### src/rtl/vga_rx_pkg.sv
// vga_rx_pkg: shared state type, default 640x480@60 timing and field widths for the VGA receiver
package vga_rx_pkg;
  typedef enum logic [1:0] {SEARCH, TRACK, LOCKED} state_e;
  localparam int H_TOTAL_DEF     = 800;
  localparam int H_ACT_START_DEF = 144;
  localparam int H_ACTIVE_DEF    = 640;
  localparam int V_TOTAL_DEF     = 525;
  localparam int V_ACT_START_DEF = 35;
  localparam int V_ACTIVE_DEF    = 480;
  localparam int LOCK_FRAMES_DEF = 2;
  localparam int RGB_W   = 8;
  localparam int H_CNT_W = 11;
  localparam int V_CNT_W = 10;
  localparam int XY_W    = 10;
endpackage

### src/rtl/vga_edge_counter.sv
// vga_edge_counter: sync leading-edge detect plus saturating counter with a length compare
// clk/rst: clock, async active-high reset; en_i: sample strobe; sync_i: raw sync level;
// inc_i: count request; edge_o: leading edge this sample; len_ok_o: count == LEN-1;
// cnt_d_o: counter value after this sample
module vga_edge_counter #(
  parameter int W        = 11,
  parameter int LEN      = 800,
  parameter bit SYNC_POL = 1'b1
) (
  input  logic         clk,
  input  logic         rst,
  input  logic         en_i,
  input  logic         sync_i,
  input  logic         inc_i,
  output logic         edge_o,
  output logic         len_ok_o,
  output logic [W-1:0] cnt_d_o
);
  logic         prev_q;
  logic [W-1:0] cnt_q, cnt_d;
  always_comb begin
    edge_o = en_i && (sync_i == SYNC_POL) && !prev_q;
    cnt_d  = edge_o ? '0 : (en_i && inc_i && cnt_q != '1) ? cnt_q + W'(1) : cnt_q;
  end
  assign len_ok_o = cnt_q == W'(LEN - 1);
  assign cnt_d_o  = cnt_d;
  always_ff @(posedge clk or posedge rst)
    if (rst) begin
      prev_q <= 1'b0;
      cnt_q  <= '0;
    end else begin
      if (en_i) prev_q <= sync_i == SYNC_POL;
      cnt_q <= cnt_d;
    end
endmodule

### src/rtl/vga_sync_receiver.sv
// vga_sync_receiver: measures VGA line/frame timing, locks after good frames, emits an (x,y,rgb) pixel stream
// Inputs: clk, rst (async active-high), pix_en (pixel strobe), hsync_in, vsync_in, rgb_in (RGB332).
// Outputs: pix_valid/pix_x/pix_y/pix_rgb (1-clk latency pixel stream), frame_start at (0,0),
// locked (timing lock), h_err (bad line or hsync watchdog pulse), v_err (bad frame pulse).
module vga_sync_receiver
  import vga_rx_pkg::*;
#(
  parameter int H_TOTAL     = H_TOTAL_DEF,
  parameter int V_TOTAL     = V_TOTAL_DEF,
  parameter int H_ACT_START = H_ACT_START_DEF,
  parameter int H_ACTIVE    = H_ACTIVE_DEF,
  parameter int V_ACT_START = V_ACT_START_DEF,
  parameter int V_ACTIVE    = V_ACTIVE_DEF,
  parameter bit SYNC_POL    = 1'b1,
  parameter int LOCK_FRAMES = LOCK_FRAMES_DEF
) (
  input  logic             clk,
  input  logic             rst,
  input  logic             pix_en,
  input  logic             hsync_in,
  input  logic             vsync_in,
  input  logic [RGB_W-1:0] rgb_in,
  output logic             pix_valid,
  output logic [XY_W-1:0]  pix_x,
  output logic [XY_W-1:0]  pix_y,
  output logic [RGB_W-1:0] pix_rgb,
  output logic             frame_start,
  output logic             locked,
  output logic             h_err,
  output logic             v_err
);
  localparam logic [H_CNT_W-1:0] H_LO   = H_CNT_W'(H_ACT_START);
  localparam logic [H_CNT_W-1:0] H_HI   = H_CNT_W'(H_ACT_START + H_ACTIVE);
  localparam logic [H_CNT_W-1:0] H_WDOG = H_CNT_W'(2 * H_TOTAL - 1);
  localparam logic [V_CNT_W-1:0] V_LO   = V_CNT_W'(V_ACT_START);
  localparam logic [V_CNT_W-1:0] V_HI   = V_CNT_W'(V_ACT_START + V_ACTIVE);
  localparam logic [7:0]         GOOD_LOCK = 8'(LOCK_FRAMES);
  state_e               state_q;
  logic                 hs_edge, vs_edge, h_len_ok, v_len_ok;
  logic                 h_seen_q, herr_seen_q;
  logic [7:0]           good_q;
  logic [H_CNT_W-1:0]   h_cnt_d;
  logic [V_CNT_W-1:0]   v_cnt_d;
  logic                 wdog, h_err_d, frame_good, fire;
  logic [XY_W-1:0]      x_d, y_d;
  vga_edge_counter #(.W(H_CNT_W), .LEN(H_TOTAL), .SYNC_POL(SYNC_POL)) u_h (
    .clk(clk), .rst(rst), .en_i(pix_en), .sync_i(hsync_in), .inc_i(1'b1),
    .edge_o(hs_edge), .len_ok_o(h_len_ok), .cnt_d_o(h_cnt_d)
  );
  // lines are counted on hsync edges; a coincident vsync edge clears the count instead
  vga_edge_counter #(.W(V_CNT_W), .LEN(V_TOTAL), .SYNC_POL(SYNC_POL)) u_v (
    .clk(clk), .rst(rst), .en_i(pix_en), .sync_i(vsync_in), .inc_i(hs_edge),
    .edge_o(vs_edge), .len_ok_o(v_len_ok), .cnt_d_o(v_cnt_d)
  );
  always_comb begin
    // h_cnt can only land on the watchdog value by counting up, so this fires once per timeout
    wdog       = pix_en && h_seen_q && h_cnt_d == H_WDOG;
    h_err_d    = (hs_edge && h_seen_q && !h_len_ok) || wdog;
    // an h_err on the closing sample of a frame still spoils that frame
    frame_good = v_len_ok && !herr_seen_q && !h_err_d;
    // window uses post-sample counts so the sync-edge sample itself is position 0
    fire = state_q == LOCKED && pix_en && h_cnt_d >= H_LO && h_cnt_d < H_HI &&
           v_cnt_d >= V_LO && v_cnt_d < V_HI;
    x_d  = XY_W'(h_cnt_d - H_LO);
    y_d  = v_cnt_d - V_LO;
  end
  always_ff @(posedge clk or posedge rst)
    if (rst) begin
      state_q     <= SEARCH;
      good_q      <= '0;
      h_seen_q    <= 1'b0;
      herr_seen_q <= 1'b0;
      pix_valid   <= 1'b0;
      pix_x       <= '0;
      pix_y       <= '0;
      pix_rgb     <= '0;
      frame_start <= 1'b0;
      locked      <= 1'b0;
      h_err       <= 1'b0;
      v_err       <= 1'b0;
    end else begin
      h_seen_q    <= hs_edge || (h_seen_q && !wdog);
      herr_seen_q <= !vs_edge && (herr_seen_q || h_err_d);
      h_err       <= h_err_d;
      v_err       <= 1'b0;
      pix_valid   <= fire;
      frame_start <= fire && x_d == '0 && y_d == '0;
      if (fire) begin
        pix_x   <= x_d;
        pix_y   <= y_d;
        pix_rgb <= rgb_in;
      end
      case (state_q)
        SEARCH: if (vs_edge) begin
          state_q <= TRACK;
          good_q  <= '0;
        end
        TRACK: if (vs_edge && frame_good && good_q + 8'd1 == GOOD_LOCK) begin
          state_q <= LOCKED;
          locked  <= 1'b1;
          good_q  <= '0;
        end else if (vs_edge && frame_good) begin
          good_q <= good_q + 8'd1;
        end else if (vs_edge || h_err_d) begin
          good_q <= '0;
          v_err  <= vs_edge;
        end
        LOCKED: if ((vs_edge && !frame_good) || h_err_d) begin
          state_q <= SEARCH;
          locked  <= 1'b0;
          good_q  <= '0;
          v_err   <= vs_edge && !frame_good;
        end
        default: begin
          state_q <= SEARCH;
          locked  <= 1'b0;
        end
      endcase
    end
endmodule
### config.mk
export PLATFORM = sky130hd
export DESIGN_NAME = vga_sync_receiver
export DESIGN_NICKNAME = d
export VERILOG_FILES = /design/src/rtl/vga_rx_pkg.sv /design/src/rtl/vga_edge_counter.sv /design/src/rtl/vga_sync_receiver.sv
export SDC_FILE = /design/constraint.sdc
export NUM_CORES = 1
export LEC_CHECK = 0
export ABC_AREA = 1
export CAP_MARGIN = 10
export CORE_MARGIN = 4
export CORE_UTILIZATION = 35
export CTS_BUF_LIST = sky130_fd_sc_hd__clkbuf_16
export DETAILED_ROUTE_END_ITERATION = 10
export SLEW_MARGIN = 20
export SYNTH_ARGS = -nofsm -noshare
export SYNTH_HDL_FRONTEND = slang
export SYNTH_SLANG_ARGS = --single-unit
### constraint.sdc
create_clock -name clk -period 3.9 [get_ports clk]
set_input_delay 0.39 -clock clk [delete_from_list [all_inputs] [get_ports clk]]
set_output_delay 0.39 -clock clk [all_outputs]
set_load 0.02 [all_outputs]
==> results of run 1 <==
area by class of cell:
type                            instances  share of cell area (%)
Clock buffer                            9                   4.511
Timing Repair Buffer                   47                   9.323
Multi-Input combinational cell        399                   42.13
Inverter                               68                   5.213
Sequential cell                        68                   34.09
Clock inverter                          6                   1.153
Tap cell                              143                   3.584
cells in the mapped netlist, drive strengths merged, types with 3 or more instances:
cell    instances
xnor2           6
a21oi           5
ha             15
nor3            9
nand2         200
nand3          61
nand4          17
dfrtp          68
inv            67
nor2           46
clkbuf          3
o21ai          27
buf            10
xor2            8
routing by layer:
layer / vias up / track usage [%]
met5: - / 0
met4: 0 / 4.664
met3: 11 / 5.141
met2: 80 / 25.64
met1: 1656 / 21.06
li1: 1823 / -
state kept, by name, indices dropped and copies added, names as in the netlist:
signal / flops
v_err: 1
pix_y: 10
pix_rgb: 8
h_err: 1
u_v.prev_q: 1
frame_start: 1
herr_seen_q: 1
state_q: 2
good_q: 8
h_seen_q: 1
pix_valid: 1
locked: 1
u_h.cnt_q: 11
pix_x: 10
u_h.prev_q: 1
u_v.cnt_q: 10
critical path, cell delays in order (launching register included):
cell and delay [ps]:
dfrtp_1 480, ha_1 340, nand2_1 100, nor2_2 120, nand2_2 110, nand2_4 140
nand2_1 70, nand2_1 90, nor2_1 100, ha_1 240, inv_1 100, nand4_2 150
nand2_1 140, nand2_1 90, nor2_1 120, nor2_2 70, nand2_4 350, inv_4 160
nand2_1 100, nand2_1 60
cell usage in the layout (no fill, tap or decap), drive strengths merged, types with 2 or more instances in the layout:
cell type,n
inv,68
nand2,200
clkinvlp,2
nand3b,2
o21ai,27
clkdlybuf4s50,45
xor2,8
nor3,9
xnor2,6
nor2,46
a21oi,5
dfrtp,68
nand3,61
clkinv,3
buf,2
ha,15
clkbuf,9
nand4,17
power groups by stage:
stage / combinational (mW) / sequential (mW) / clock [mW]
2_1_floorplan: 0.368 / 0.787 / 0
3_3_place_gp: 0.439 / 0.806 / 0
3_5_place_dp: 0.442 / 0.808 / 0
4_1_cts: 0.445 / 0.795 / 0.813
5_1_grt: 0.511 / 0.804 / 0.845
6_report: 0.443 / 0.796 / 0.787
per-stage QoR:
step                total power [mW]  std cells
floorplan                      1.155        548
global placement               1.244        725
detailed placement             1.250        725
CTS                            2.054        740
global route                   2.160        740
finish                         2.026        740
path summary, 6_finish.rpt:
check,from,cells after the start,endpoint
max reg2reg,u_v.cnt_q[0],19,pix_y[1]
max in group asynchronous,rst,3,u_h.prev_q
min in group clk,pix_y[8],2,pix_y[8]
min,rst,2,pix_valid
max,u_v.cnt_q[0],19,pix_y[1]
min reg2reg,pix_y[8],2,pix_y[8]
logic make-up after synthesis:
kind of cell | share of synthesized area [%]
AOI/OAI and AO/OA | 5.056
xor gates and xnor gates | 2.949
adders and majority gates | 4.514
buffers and inverters | 8.486
DFF | 40.93
and+or+nand+nor | 38.07
==> reports/qor.yml, run 1 <==
floorplanning:
  die-area_um2: 13690
  row_count: 39
  core_area_um2: 11520
  die_h_um: 117.0
  io_pins: 46
  initial_core_util_pct: 36.10
  dieWidth_um: 117.0
finish:
  seq_area_um2: 1702
  nFillCells: 1163
  multi_input_area_um2: 2103
  stdcell_area_um2: 4992
  nets: 621
  finish.utilization_pct: 43.35
  n_antenna_cell: 0
  areaGrowthSynthToFinish_pct: 20.07
  drive_above_1_share_pct: 11.89
critical_path:
  crit_required_ps: 4120
  cp-start-kind: "flip-flop"
  end_kind: "flip-flop"
  critPathMaxFanout: 43
  crit_arrival_ps: 3470
  r2r_slack_ps: 650
  critical_path_class: "flip-flop to flip-flop"
sta:
  fin_crit_ps: 3247
  hold_viol_final: 0
  setup_slack_ps: 653.2
  hold_ws_ps: 488.0
  slew_headroom_pct: 47.59
  rsz0062_at_grt: "no"
  post-route-period-util_pct: 83.25
  max_freq_mhz: 308.0
  clock_skew_ps: 8.193
  setup_viol: 0
  setup_tns_ps: 0
  tightest_slew_ps: 773.9
  slew_viol_final: 0
clock_tree:
  clock_path_buffers: 2
  post_cts_buffers: 0
  clk_latency_ps: 330
  root_buffer: "clkbuf_16"
  cts_tree: "built"
  cts_resized: 0
  ctsHoldBuffers: 0
  clkSinkCount: 68
  cts_buffers: 9
  clkSlewWorstSetupHoldPaths_ps: 60
  htreeDepth: 3
global_route:
  grt_first_pass_wirelength_mm: 17.34
  antenna_found_initial: 0
  grt_max_degree: 44
  grt_pass1_vias: 3657
  gr-total-overflow: 0
  grtUsageTotal_pct: 16.09
logic_synthesis:
  yosysWarnings: 0
  syn_area_um2: 4158
  synth.area.top_cells: "dfrtp_1, nand2_1, nand3_1"
  synth.net_count: 576
  yosys.area.top_type: "dfrtp_1"
  async_flop_share_pct: 100.0
  ys_types: 35
  synthCells: 548
  synth_edf_count: 0
  synth-seq-area-share_pct: 40.93
  synth_flop_cell: "dfrtp_1"
  yosys_register_bits: 68
  synth_top_area_share_pct: 40.93
  syn_avg_cell_area_um2: 7.587
pwr:
  pwr-share-seq_pct: 39.3
  ir_drop_mv: 0.2196
  power_density_nw_per_um2: 405.7
  comb_power_share_pct: 21.9
  clkPwrFrac_pct: 38.8
  p_sw_mw: 0.6535
  swShare_pct: 32.26
  power.leakage_nw: 2.532
  p_int_mw: 1.372
placement:
  hpwl_mm: 7.233
  portBuffers: 45
  dpl_cell_area_um2: 4710
  place_congestion: 0.8743
  dp_slack_ps: 415.6
routing:
  ant_nets: 0
  drt_iter0_drc: 232
  wl_mm: 9.911
  route.met3.wl_um: 518
  met1_length_mm: 4.692
  top_layer_used: "met4"
  avgRoutedWirePerCell_um: 13.39
  vias_per_cell: 4.824
  drc: 0
  dr.pass1.iters: 4
  vias: 3570
  routed-wl-met2_mm: 4.564
run_status:
  status: "finished clean"
run:
  drv_cap: 0
worst_hold_path:
  hold_class: "primary input to async pin"
Note: power is estimated with default switching activity, not from simulation.
==> inputs of run 2 (changes only) <==
==> constraint.sdc (replaced) <==
create_clock -name clk -period 3.2 [get_ports clk]
set_input_delay 0.32 -clock clk [delete_from_list [all_inputs] [get_ports clk]]
set_output_delay 0.32 -clock clk [all_outputs]
set_load 0.02 [all_outputs]
==> reports/qor.yml, run 2 (synthesis results as in run 1) <==
global_route:
  grtUsageTotal_pct: 16.08  # about the same
  grt_first_pass_wirelength_mm: 17.34  # unchanged
  grt_pass1_vias: 3642  # -0.41%
  grt_max_degree: 69  # +57%
  antenna_found_initial: 0  # unchanged
  gr-total-overflow: 0  # unchanged
finish:
  areaGrowthSynthToFinish_pct: 23.77
  stdcell_area_um2: 5146  # +3.1%
  final_cell_mix: "nand2_1, dfrtp_1, inv_1"
  nets: 634  # +2.1%
  largest_reg_flops: 11  # unchanged
  layout_commonest_cell: "nand2_1"
  n_antenna_cell: 0  # unchanged
  drive_above_1_share_pct: 14.24  # +2.3 points
  nFillCells: 1148  # -1.3%
  top_register: "u_h.cnt_q"
sta:
  clock_skew_ps: 5.239  # -2.954 ps
  post-route-period-util_pct: 90.64  # +7.4 points
  slew_viol_final: 0  # unchanged
  setup_viol: 0  # unchanged
  tightest_slew_ps: 878.8  # +105.0 ps
  slew_headroom_pct: 41.41  # -6.2 points
  hold_viol_final: 0  # unchanged
  setup_tns_ps: 0  # unchanged
  setup_slack_ps: 299.5  # -353.7 ps
  fin_crit_ps: 2901  # -346.3 ps
  hold_ws_ps: 479.6  # -8.426 ps
  max_freq_mhz: 344.8  # +12%
pwr:
  ir_drop_mv: 0.4089  # +86%
  power.leakage_nw: 2.598  # +2.6%
  power_density_nw_per_um2: 490.1  # +21%
  total_power_mw: 2.522  # +25%
critical_path:
  r2r_slack_ps: 300  # -350 ps
  critPathMaxFanout: 8  # -81%
  cp_cell_sequence: "ha_1 -> nand2_1 -> nor2_4 -> nand3_4 -> nand2_2 -> nand2_1 -> nand3_2 -> inv_1 -> ha_1 -> nand2_1 -> nor2_1 -> nand3_1 -> nor2_2 -> nand3_4 -> nand4_1 -> buf_4 -> nor2_1 -> nand3_1 -> a21oi_1"
  cp_slowest_cell: "dfrtp_2"
  crit_required_ps: 3460  # -660 ps
  r2r-start: "u_h.cnt_q[0]"
  crit_arrival_ps: 3160  # -310 ps
  reg2reg_to: "locked"
  worst_path_most_repeated_cell: "nand2_1"
  ff2ff_path_depth: 19  # unchanged
  cp-start-kind: "flip-flop"
  slowest_delay_ps: 420  # -60 ps
  end_kind: "flip-flop"
  critical_path_class: "flip-flop to flip-flop"
worst_hold_path:
  hold_class: "flip-flop to flip-flop"
  hold_depth: 2
  hp-start: "pix_rgb[1]"
  holdPathEnd: "pix_rgb[1]"
placement:
  dpl_cell_area_um2: 4760  # +1.1%
  dp_slack_ps: 131.5  # -284.1 ps
  portBuffers: 45  # unchanged
  place_congestion: 0.8426  # -3.6%
  hpwl_mm: 7.365  # +1.8%
clock_tree:
  clkSinkCount: 68  # unchanged
  ctsHoldBuffers: 0  # unchanged
  cts_tree: "built"
  clock_path_buffers: 2  # unchanged
  root_buffer: "clkbuf_16"
  htreeDepth: 3  # unchanged
  clkSlewWorstSetupHoldPaths_ps: 60  # about the same
  cts_buffers: 9  # unchanged
  clk_latency_ps: 330  # about the same
routing:
  dr.pass1.iters: 5  # +1
  vias_per_cell: 4.914  # +1.9%
  ant_nets: 0  # unchanged
  vias: 3705  # +3.8%
  wl_mm: 10.33  # +4.2%
  drc: 0  # unchanged
  avgRoutedWirePerCell_um: 13.69  # +2.2%
  drt_iter0_drc: 316  # +36%
floorplanning:
  io_pins: 46  # unchanged
  dieWidth_um: 117.0  # unchanged
  initial_core_util_pct: 36.10  # unchanged
  die_h_um: 117.0  # unchanged
  die-area_um2: 13690  # unchanged
  core_area_um2: 11520  # unchanged
  row_count: 39  # unchanged
run:
  drv_cap: 0  # unchanged
run_status:
  status: "finished clean"
==> run 2: cell types whose count changed in the layout (fill, tap and decap cells not counted), sizes merged <==
| cell | before | now |
|---|---|---|
| buf | 2 | 13 |
| inv | 68 | 69 |
| nand3 | 61 | 62 |
| nand3b | 2 | 3 |
==> run 2: per-layer routing <==
| metal | share of wire, % | routed length (um) | vias to the layer above | global-route usage, % |
|---|---|---|---|---|
| met5 | 0 | 0 | - | 0 |
| met4 | 1.4 | 142 | 0 | 6.269 |
| met3 | 5.3 | 544 | 12 | 5.039 |
| met2 | 47 | 4835 | 93 | 25.37 |
| met1 | 46 | 4801 | 1738 | 20.66 |
| li1 | - | - | 1862 | - |
==> run 2: worst max-delay path, delay by kind of cell (launching register included) <==
family / cells / cell delay [ps]
buffers and inverters: 2 / 330
AND/OR/NAND/NOR: 14 / 1510
adder cells (fa/ha/maj): 2 / 450
flip-flops: 1 / 420
AO/OA/AOI/OAI: 1 / 130
==> run 2: what timing repair did <==
item                                    CTS  global route
resized for setup                         0             7
setup buffers                             0             6
endpoints found under the setup margin    0            13
==> run 2: worst max-delay path by stage <==
stage                     depth (start not counted)  slack [ps]          from        end
after CTS                                        18         100  u_h.cnt_q[0]  good_q[6]
after detailed placement                         18         130  u_h.cnt_q[0]  good_q[6]
after global routing                             19          -3  u_h.cnt_q[0]     locked
after floorplan                                  19         630  u_h.cnt_q[0]  good_q[2]
final                                            19         300  u_h.cnt_q[0]     locked
after global placement                           18         140  u_h.cnt_q[0]  good_q[6]
==> run 2: layout make-up <==
| type | instances | area, um2 | area share (%) |
|---|---|---|---|
| timing repair buffer | 58 | 560.5 | 10.89 |
| inverter | 68 | 260.3 | 5.057 |
| sequential | 68 | 1704 | 33.11 |
| clock inverter | 7 | 60.06 | 1.167 |
| multi-input combinational | 401 | 2157 | 41.92 |
| clock buffer | 9 | 225.2 | 4.376 |
| tap | 143 | 178.9 | 3.477 |
==> run 2: report_power, final <==
part	total, mW	switching [mW]	internal [mW]
Sequential	0.968	0.0636	0.904
Combinational	0.591	0.390	0.201
Clock	0.963	0.372	0.592
==> run 2: metrics by stage <==
step	instances	util (%)
6_report	754	44.69
3_5_place_dp	730	41.33
5_1_grt	754	44.69
3_3_place_gp	730	41.33
4_1_cts	746	43.81
2_1_floorplan	548	-
